[config.mk]
export PLATFORM = sky130hd
export DESIGN_NAME = fetch_address
export DESIGN_NICKNAME = d
export VERILOG_FILES = /design/src/rtl/fetch_address.sv
export SDC_FILE = /design/constraint.sdc
export NUM_CORES = 1
export LEC_CHECK = 0
export ABC_AREA = 1
export ABC_CLOCK_PERIOD_IN_PS = 1600
export BUFFER_PORTS_ARGS = -buffer_cell sky130_fd_sc_hd__buf_2
export CAP_MARGIN = 10
export CORE_UTILIZATION = 48
export DETAILED_ROUTE_END_ITERATION = 6
export PLACE_DENSITY = 0.81
export SLEW_MARGIN = 40
export SYNTH_ARGS = -nofsm -noshare
export SYNTH_HDL_FRONTEND = slang
export SYNTH_SLANG_ARGS = --single-unit
[constraint.sdc]
create_clock -name clock -period 1.6 [get_ports clock]
set_clock_uncertainty 0.2 [all_clocks]
set_input_delay 0.16 -clock clock [delete_from_list [all_inputs] [get_ports clock]]
set_output_delay 0.16 -clock clock [all_outputs]
set_load 0.01 [all_outputs]
[src/rtl/fetch_address.sv]
// Program counter and single memory bus arbiter sitting in front of fetchstage0.
// Muxes fetch vs. data accesses, handles redirects, halt freeze and fetch/stall counting.
module fetch_address #(
  parameter logic [31:0] RESET_VECTOR = 32'h0000_0000
) (
  input  logic        clock,
  input  logic        reset,
  input  logic        halting,
  input  logic        data_request,
  input  logic [31:0] data_address,
  input  logic        data_write,
  input  logic        branch_taken,
  input  logic [31:0] branch_target,
  output logic [31:0] mem_address,
  output logic        mem_write,
  output logic        block_fetch,
  output logic [31:0] outbound_pc,
  output logic        halted,
  output logic        align_fault,
  output logic [31:0] fetch_count,
  output logic [31:0] stall_count,
  output logic        dbg_state
);

  typedef enum logic {RUN = 1'b0, HALTED = 1'b1} state_e;

  state_e      state_q, state_d;
  logic [31:0] pc_q, pc_d;
  logic [31:0] outbound_pc_q, outbound_pc_d;
  logic        align_fault_q, align_fault_d;
  logic [31:0] fetch_count_q, fetch_count_d;
  logic [31:0] stall_count_q, stall_count_d;

  logic run;
  logic redirect;

  assign run      = (state_q == RUN);
  assign redirect = branch_taken && run;

  // A request is dropped outright while reset is low, so no write can leak out.
  always_comb begin
    mem_address = pc_q;
    mem_write   = 1'b0;
    if (reset && data_request) begin
      mem_address = data_address;
      mem_write   = data_write;
    end
  end

  assign block_fetch = !reset || data_request || branch_taken || !run;

  always_comb begin
    state_d       = state_q;
    pc_d          = pc_q;
    outbound_pc_d = outbound_pc_q;
    align_fault_d = align_fault_q;
    fetch_count_d = fetch_count_q;
    stall_count_d = stall_count_q;

    // Request and redirect in the same cycle still cost a single stall.
    if (run && (data_request || branch_taken)) begin
      stall_count_d = stall_count_q + 32'd1;
    end

    if (redirect) begin
      pc_d = {branch_target[31:2], 2'b00};
      if (branch_target[1:0] != 2'b00) begin
        align_fault_d = 1'b1;
      end
    end

    if (run && halting) begin
      state_d = HALTED;
    end else if (run && !data_request && !branch_taken) begin
      outbound_pc_d = pc_q;
      pc_d          = pc_q + 32'd4;
      fetch_count_d = fetch_count_q + 32'd1;
    end
  end

  always_ff @(posedge clock) begin
    if (!reset) begin
      state_q       <= RUN;
      pc_q          <= RESET_VECTOR;
      outbound_pc_q <= 32'd0;
      align_fault_q <= 1'b0;
      fetch_count_q <= 32'd0;
      stall_count_q <= 32'd0;
    end else begin
      state_q       <= state_d;
      pc_q          <= pc_d;
      outbound_pc_q <= outbound_pc_d;
      align_fault_q <= align_fault_d;
      fetch_count_q <= fetch_count_d;
      stall_count_q <= stall_count_d;
    end
  end

  assign outbound_pc = outbound_pc_q;
  assign halted      = (state_q == HALTED);
  assign align_fault = align_fault_q;
  assign fetch_count = fetch_count_q;
  assign stall_count = stall_count_q;
  assign dbg_state   = state_q;

endmodule
==> flow_summary.json <==
{
  "final-max-slew-violation-count": 0,
  "cp_data_required_time_ps": 1720,
  "place_congestion": 0.978,
  "cts_tree": "done",
  "maxCapViolations": 0,
  "pwr-share-comb_pct": 15.2,
  "min_path_cells": 5,
  "setup_violations": 91,
  "syn_area_sq_um": 7360,
  "finalCritPeriodShare_pct": 119,
  "r2r_setup_slack_ps": -300,
  "syn2layout_area_growth_pct": 64.6,
  "clkTransAtPathRegs_ps": 60,
  "drc": 0,
  "crit_start": "pc_q[13]",
  "multi_input_area_sq_um": 4980,
  "pwr-share-seq_pct": 37.6,
  "cts_root_buffer": "clkbuf_16",
  "power_mw": 9.24,
  "tns_ps": -8530,
  "start_kind": "register",
  "io_pins": 203,
  "syn_nets": 1267,
  "violations": "setup timing",
  "initialDrtViolationCount": 1043,
  "min-delay-start": "branch_target[20]",
  "hold_viol_final": 0,
  "final_cell_mix": "nand2_1, buf_2, nor2_1",
  "cell_internal_pwr_mw": 6.77,
  "max-slew-margin-rel_pct": 75.0,
  "grt_usage_pct": 31.6,
  "drive_gt1_share_pct": 44.1,
  "tightest_slew_ps": 372,
  "arrival_ps": 2030,
  "rows": 44,
  "io_buffer_count": 202,
  "p_leak_nw": 5.37,
  "coreArea_sq_um": 14800,
  "r2r-start": "pc_q[13]",
  "grt_pass1_vias": 8746,
  "fin_nets": 1657,
  "dp_hpwl_microns": 17200,
  "min_path_type": "in2reg",
  "yosysWarnings": 0,
  "setup_ws_ps": -302,
  "regArea_sq_um": 2710,
  "die_w_microns": 126,
  "whs_endpoint": "pc_q[20]",
  "ys_seq_elements": 130,
  "clk_latency_ps": 430,
  "vias": 10400,
  "wirelength_microns": 32100,
  "route.detailed.wl_per_inst_microns": 18.0,
  "ir_drop_mv": 0.858,
  "fmax_mhz": 526,
  "layout_commonest_cell": "nand2_1",
  "numCtsBuffers": 17,
  "critical_path.max_fanout": 4,
  "grt_remaining_overflow": 0,
  "timing.hold.ws_ps": 15.6,
  "grt_max_degree": 64,
  "r2r-end": "pc_q[15]",
  "crit_type": "reg2reg",
  "rsz0062_at_grt": "true",
  "ys_seq_area_share_pct": 35.4,
  "status": "complete, but fails checks",
  "firstDrtPassIters": 7,
  "syn_area_per_cell_sq_um": 6.16,
  "setup.worst_path.end_class": "register",
  "p_clk_share_pct": 47.2,
  "start_util_pct": 49.9,
  "antenna_found_initial": 0,
  "cts_buffer_depth": 2,
  "total_switching_power_mw": 2.47,
  "grt_pass1_wl_microns": 40400,
  "cts_max_level": 4,
  "fp.dieH_microns": 126,
  "pwr_density_cell_nw_per_um2": 762,
  "fillCellCount": 826,
  "dieArea_sq_um": 15800,
  "ant_nets": 0,
  "swShare_pct": 26.8,
  "post-place-ws_ps": -131,
  "synthDistinctLibCells": 39,
  "postSynthCellCount": 1194,
  "period_needed_ps": 1900,
  "viasPerCell": 5.82,
  "diodes": 0,
  "ff2ff_path_depth": 8,
  "cts.sinks": 130
}
==> cells in the mapped netlist, drive strengths merged <==
library cell / n / area share [%]
dfxtp: 130 / 35
buf: 24 / 1.6
o21bai: 3 / 0.31
and2: 1 / 0.085
mux2: 1 / 0.15
or2: 1 / 0.085
o211ai: 9 / 0.92
nor3: 31 / 2.4
o211a: 3 / 0.41
o221ai: 2 / 0.24
nand3b: 1 / 0.10
nand4: 20 / 1.7
xor2: 10 / 1.2
clkinv: 1 / 0.051
a211oi: 16 / 1.6
nand2: 320 / 17
a311oi: 1 / 0.12
nand3: 67 / 4.8
ha: 3 / 0.51
nor4: 4 / 0.34
o21a: 2 / 0.20
and3: 2 / 0.17
a31oi: 4 / 0.34
a21oi: 84 / 5.7
clkbuf: 21 / 1.1
xnor2: 3 / 0.36
nor2: 250 / 14
o21ai: 48 / 3.3
inv: 131 / 6.7
nor3b: 1 / 0.10
==> critical path, cell delays in order, from the launching register on <==
cell and delay, ps:
dfxtp_2 430, nand2_1 160, nor2_4 140, nand2_2 100
nor2_2 130, buf_4 150, buf_4 110, o221ai_1 130
nor2_1 250
==> worst max path at each step <==
stage	endpoint	depth (start not counted)	slack [ps]
2_1_floorplan	fetch_count[15]	6	-20
3_3_place_gp	fetch_count[25]	9	-60
3_5_place_dp	stall_count[11]	9	-130
4_1_cts	fetch_count[29]	8	-70
5_1_grt	fetch_count[19]	9	-350
6_report	pc_q[15]	8	-300
==> area by class of cell <==
cell class	count	area share [%]
multi-input cells	887	41.1
repair buffers	416	24.9
flip-flops and latches	130	22.4
inverters	132	4.28
clock buffers	19	3.66
well taps	184	1.90
clock inverters	13	1.71
==> per-layer routing <==
metal  wire length [microns]  share of wire (%)  vias to the layer above  track usage [%]
met4                    2010                6.3                        0             12.6
li1                        -                  -                     4605                -
met1                   11200                 35                     4688             36.7
met3                    3390                 11                      249             6.12
met5                       0                  0                        -                0
met2                   15500                 48                      825             56.9
==> sequential cells by signal (all words and copies together) (netlist names) <==
name         flops
pc_q            32
align_fault      1
fetch_count     32
stall_count     32
dbg_state        1
outbound_pc     32
==> cell families after synthesis <==
group	count (synthesis)	share of synthesized area, %
simple gates	698	39.9
buf+inv	177	9.43
compound gates	172	13.1
flops	130	35.4
xor+xnor	13	1.55
fa+ha+maj	3	0.510
mux	1	0.153
==> power groups by stage <==
stage                     sequential, mW  combinational, mW  clock (mW)
after floorplan                     3.52              0.539           0
after global placement              3.50               1.03           0
after detailed placement            3.51               1.05           0
after CTS                           3.45               1.13        4.35
after global routing                3.48               1.48        4.51
final                               3.47               1.41        4.36
==> metrics by stage <==
stage | utilization, % | cell area, sq um | cells
finish | 82.1 | 12100 | 1781
global route | 82.1 | 12100 | 1781
CTS | 73.5 | 10800 | 1744
detailed placement | 65.6 | 9690 | 1676
global placement | 65.6 | 9690 | 1676
floorplan | - | 7440 | 1194
==> repair_timing <==
item | 4_1_cts | 5_1_grt
hold endpoints to repair | 28 | 0
endpoints found under the setup margin | 88 | 125
setup buffers | 7 | 34
gates resized for setup | 56 | 301
gates cloned | 0 | 3
hold buffers | 29 | 0
pin swaps | 20 | 96
No activity file was read; power rests on OpenSTA's default activity.
